File: config.mk
export PLATFORM = sky130hd
export DESIGN_NAME = serial_nor_adder
export DESIGN_NICKNAME = d
export VERILOG_FILES = /design/src/rtl/serial_nor_adder.sv
export SDC_FILE = /design/constraint.sdc
export NUM_CORES = 1
export LEC_CHECK = 0
export ABC_CLOCK_PERIOD_IN_PS = 1410
export BUFFER_PORTS_ARGS = -buffer_cell sky130_fd_sc_hd__buf_2
export CAP_MARGIN = 20
export CORE_MARGIN = 2
export CORE_UTILIZATION = 40
export CTS_CLUSTER_SIZE = 14
export DETAILED_ROUTE_END_ITERATION = 7
export MAX_ROUTING_LAYER = met4
export PLACE_DENSITY = 0.67
export SLEW_MARGIN = 10
export SYNTH_ARGS = -nofsm -noshare
export SYNTH_HDL_FRONTEND = slang
export SYNTH_SLANG_ARGS = --single-unit
File: constraint.sdc
create_clock -name clk -period 1.41 [get_ports clk]
set_input_delay 0.141 -clock clk [delete_from_list [all_inputs] [get_ports clk]]
set_output_delay 0.141 -clock clk [all_outputs]
set_load 0.1 [all_outputs]
File: src/rtl/serial_nor_adder.sv
// Bit-serial WIDTH-bit unsigned adder whose full adder is built only from
// pierce (2-input NOR) gates; start/busy/done handshake, one bit per clock.

module pierce (
  input  logic i_a,
  input  logic i_b,
  output logic o_y
);
  assign o_y = ~(i_a | i_b);
endmodule

module serial_nor_adder #(
  parameter int WIDTH = 8
) (
  input  logic             clk,
  input  logic             rst,
  input  logic             start,
  input  logic [WIDTH-1:0] a,
  input  logic [WIDTH-1:0] b,
  output logic             busy,
  output logic             done,
  output logic [WIDTH-1:0] sum,
  output logic             cout
);
  localparam logic [1:0] S_IDLE  = 2'd0;
  localparam logic [1:0] S_SHIFT = 2'd1;
  localparam logic [1:0] S_DONE  = 2'd2;
  localparam int CW = (WIDTH > 1) ? $clog2(WIDTH) : 1;
  localparam logic [CW-1:0] LAST = CW'(WIDTH - 1);

  logic [1:0]       r_state;
  logic [WIDTH-1:0] r_a, r_b;
  logic             r_c;
  logic [CW-1:0]    r_cnt;

  logic             w_s, w_co;
  logic [WIDTH-1:0] w_a_sh, w_b_sh;
  logic w_n1, w_n2, w_n3, w_x, w_m1, w_m2, w_m3, w_q, w_r, w_u, w_v;

  // s: two NOR-XNOR stages, xnor(xnor(a,b),c) == a^b^c
  pierce u_n1 (.i_a(r_a[0]), .i_b(r_b[0]), .o_y(w_n1));
  pierce u_n2 (.i_a(r_a[0]), .i_b(w_n1),   .o_y(w_n2));
  pierce u_n3 (.i_a(r_b[0]), .i_b(w_n1),   .o_y(w_n3));
  pierce u_x  (.i_a(w_n2),   .i_b(w_n3),   .o_y(w_x));
  pierce u_m1 (.i_a(w_x),    .i_b(r_c),    .o_y(w_m1));
  pierce u_m2 (.i_a(w_x),    .i_b(w_m1),   .o_y(w_m2));
  pierce u_m3 (.i_a(r_c),    .i_b(w_m1),   .o_y(w_m3));
  pierce u_s  (.i_a(w_m2),   .i_b(w_m3),   .o_y(w_s));

  // co: maj = (a|b)&(a|c)&(b|c) = ~(nor(a,b) | nor(a,c) | nor(b,c))
  pierce u_q  (.i_a(r_a[0]), .i_b(r_c),    .o_y(w_q));
  pierce u_r  (.i_a(r_b[0]), .i_b(r_c),    .o_y(w_r));
  pierce u_u  (.i_a(w_n1),   .i_b(w_q),    .o_y(w_u));
  pierce u_v  (.i_a(w_u),    .i_b(w_u),    .o_y(w_v));
  pierce u_co (.i_a(w_v),    .i_b(w_r),    .o_y(w_co));

  // The A register doubles as the result shift register: sum bits enter at the MSB.
  generate
    if (WIDTH == 1) begin : g_w1
      assign w_a_sh = w_s;
      assign w_b_sh = 1'b0;
    end else begin : g_wn
      assign w_a_sh = {w_s,  r_a[WIDTH-1:1]};
      assign w_b_sh = {1'b0, r_b[WIDTH-1:1]};
    end
  endgenerate

  always_ff @(posedge clk) begin
    if (rst) begin
      r_state <= S_IDLE;
      r_a     <= '0;
      r_b     <= '0;
      r_c     <= 1'b0;
      r_cnt   <= '0;
      sum     <= '0;
      cout    <= 1'b0;
    end else begin
      case (r_state)
        S_IDLE, S_DONE: begin
          if (start) begin
            r_a     <= a;
            r_b     <= b;
            r_c     <= 1'b0;
            r_cnt   <= '0;
            r_state <= S_SHIFT;
          end else begin
            r_state <= S_IDLE;
          end
        end
        S_SHIFT: begin
          r_a   <= w_a_sh;
          r_b   <= w_b_sh;
          r_c   <= w_co;
          r_cnt <= r_cnt + CW'(1);
          if (r_cnt == LAST) begin
            sum     <= w_a_sh;
            cout    <= w_co;
            r_state <= S_DONE;
          end
        end
        default: r_state <= S_IDLE;
      endcase
    end
  end

  assign busy = (r_state == S_SHIFT);
  assign done = (r_state == S_DONE);
endmodule
==> metrics.cfg <==
[status]
status = finished clean

[place]
dp_hpwl_mm = 1.81
portBuffers = 29
routabilityCongestion = 0.795
placed_area_mm2 = 0.00148

[logic_synthesis]
synth_commonest_cells = dfxtp_1 (31), nor2_1 (17), a211oi_1 (15), mux2i_1 (15)
synthDominantCellAreaShare = 0.476
syn_inst = 140
synth_warnings = 0
syn_area_mm2 = 0.00130
synth_compound_area_frac = 0.146
synthTopCellsByArea = dfxtp_1 (48%), mux2i_1 (12%), a211oi_1 (8.6%)
seq_area_frac_synth = 0.476
synth_xor_area_frac = 0
yosys.area_share.simple = 0.174
syn_nets = 162
synth_edf_count = 0
synth.largest_area_cell = dfxtp_1
synthMuxAreaShare = 0.115
syn_avg_cell_area_um2 = 9.31
ys_types = 20
synth-seq-cells = 31
synth_top_family_by_area = simple AND/OR/NAND/NOR gates
synth.most_common_cell = dfxtp_1
synth_adder_area_share = 0.0345
synthArstFlopShare = 0
synth_flop_cell = dfxtp_1

[floorplanning]
rows = 20
core_area_mm2 = 0.00308
dieArea_mm2 = 0.00373
initial_core_util = 0.424
top_level_ports = 30
die_h_um = 61.1
die_w_um = 61.1

[clock_tree]
cts_tree = built
worstSkewPairLatency_ns = 0.32
clk_pin_slew_ns = 0.08
htreeDepth = 2
cts_buffers = 5
holdBufCountCts = 0
cts_sinks = 31
cts_root_buf = clkbuf_4
cts.path.max_buffers = 2

[power_and_ir_drop]
switchingPower_mw = 0.437
total_leakage_power_nw = 0.680
peakVddDrop_mv = 0.642
p_total_mw = 1.65
cellPowerDensity_mw_per_mm2 = 1070
seq_power_share = 0.586
power_frac_clock = 0.266
p_int_mw = 1.21
comb_power_share = 0.148
switching_share = 0.265

[timing]
fmax_mhz = 763
tns_ns = 0
relSlewSlack = 0.645
drv_slew = 0
min_period_ns = 1.31
tightest_slew_ns = 0.532
period_share = 0.930
rsz0062_at_grt = no
finalSetupViolCount = 0
skew_ns = 0.00829
hold_violations = 0

[final_layout]
area_growth_pct = 17.8
diodes = 0
fillCellCount = 334
drive_above_1_share = 0.250
layout.nets = 191
final_area_mm2 = 0.00154

[global_routing]
grt_usage = 0.158
grt_max_degree = 32
grt_pass1_wl_mm = 4.16
antenna_found_initial = 0
overflow = 0
grt_pass1_vias = 986

[setup_path]
end_kind = output pin
arrival_ns = 1.17
setup.worst_path.class = reg -> out
slowest_delay_ns = 0.33
cp_max_fo = 14
path_buf_inv = 2
critical_path.top_delay_family = flip-flops
path_cells = nand2b_2 -> clkinv_4 -> buf_12
cp-start-kind = register
cpMaxStageDelayCell = dfxtp_1
required_ns = 1.27

[detailed_routing]
drt_iter0_drc = 26
ant_nets = 0
drt-pass1-iter-count = 4
drt_drc_violations_left = 0
viasPerCell = 4.91
num_vias = 1041
wl_mm = 2.55
wl_per_cell_um = 12.0

[worst_hold_path]
hp-class = in -> reg

[job]
max_cap_viol_count = 0

## power groups by stage
stage / sequential (mW) / combinational, mW / clock [mW]
after global routing: 0.973 / 0.274 / 0.492
final: 0.966 / 0.244 / 0.439
after detailed placement: 0.986 / 0.243 / 0
after floorplan: 0.974 / 0.193 / 0
after global placement: 0.983 / 0.236 / 0
after CTS: 0.966 / 0.245 / 0.464
## stage by stage
step / util / hold slack [ns] / worst slack (ns) / cells
after floorplan: - / 0.214 / 0.133 / 140
after global placement: 0.480 / 0.413 / 0.164 / 205
after detailed placement: 0.480 / 0.424 / 0.0981 / 205
after CTS: 0.494 / 0.0681 / 0.00674 / 211
after global routing: 0.499 / 0.0866 / 0.0225 / 212
final: 0.499 / 0.0843 / 0.0987 / 212
## what timing repair did
action	in CTS	in global routing
setup buffers	0	1
resized for setup	1	3
setup endpoints to repair	1	5
## worst paths after layout
| path | depth (start not counted) | slack [ns] | startpoint | to |
|---|---|---|---|---|
| max reg2reg | 6 | 0.14 | r_cnt[0] | sum[4] |
| min | 3 | 0.08 | b[7] | r_b[7] |
| max | 3 | 0.1 | r_state[1] | busy |
| min reg2reg | 2 | 0.45 | sum[6] | sum[6] |
## registers in the layout, indices dropped and copies added (netlist names)
register	count
r_cnt	3
sum	8
r_c	1
r_b	8
r_state	2
cout	1
r_a	8
## placed cells by master (no fill, tap or decap)
| cell type | synthesis | final |
|---|---|---|
| clkinv_4 | 0 | 1 |
| clkbuf_1 | 5 | 1 |
| nand2_1 | 12 | 12 |
| a211oi_1 | 15 | 15 |
| nand2b_1 | 2 | 1 |
| buf_4 | 1 | 4 |
| nor2_1 | 17 | 17 |
| mux2i_1 | 15 | 15 |
| nand2b_2 | 0 | 1 |
| nor2b_2 | 0 | 1 |
| clkbuf_4 | 0 | 6 |
| dfxtp_1 | 31 | 31 |
| nand3b_1 | 2 | 2 |
| buf_2 | 3 | 27 |
| o21a_1 | 1 | 1 |
| nand2b_4 | 1 | 1 |
| ha_1 | 2 | 2 |
| nand3_1 | 14 | 14 |
| buf_12 | 0 | 1 |
| a21oi_1 | 14 | 14 |
| fa_1 | 1 | 1 |
## metal layers
layer  up-vias  part of all wire  routed length (um)  track usage
met5         -                 0                   0            -
met1       469              0.47                1190        0.179
met4         0            0.0082                  21       0.0621
met2        22              0.47                1210        0.248
li1        548                 -                   -            -
met3         2             0.049                 124       0.0672
## final cells by class
cell class / count / area, um2 / area share
Sequential cell: 31 / 621 / 0.404
Multi-Input combinational cell: 97 / 617 / 0.402
Timing Repair Buffer: 33 / 193 / 0.126
Tap cell: 44 / 55.1 / 0.0359
Clock buffer: 6 / 41.3 / 0.0269
Inverter: 1 / 8.76 / 0.00570
## worst reg2reg max path: cells and delay by family, from the launching register on
family / cells / cell delay (ns)
flip-flops: 1 / 0.33
AND/OR/NAND/NOR: 2 / 0.17
adder cells (fa/ha/maj): 2 / 0.39
buffers and inverters: 1 / 0.17
AO/OA/AOI/OAI: 1 / 0.15
## logic make-up (layout without fill, tap and decap cells)
logic type               Yosys count  count (layout)
AND/OR/NAND/NOR                   49              49
buffers and inverters             12              40
multiplexers                      15              15
adder cells (fa/ha/maj)            3               3
flip-flops                        31              31
AO/OA/AOI/OAI                     30              30
Power figures use the tool's default switching activity.
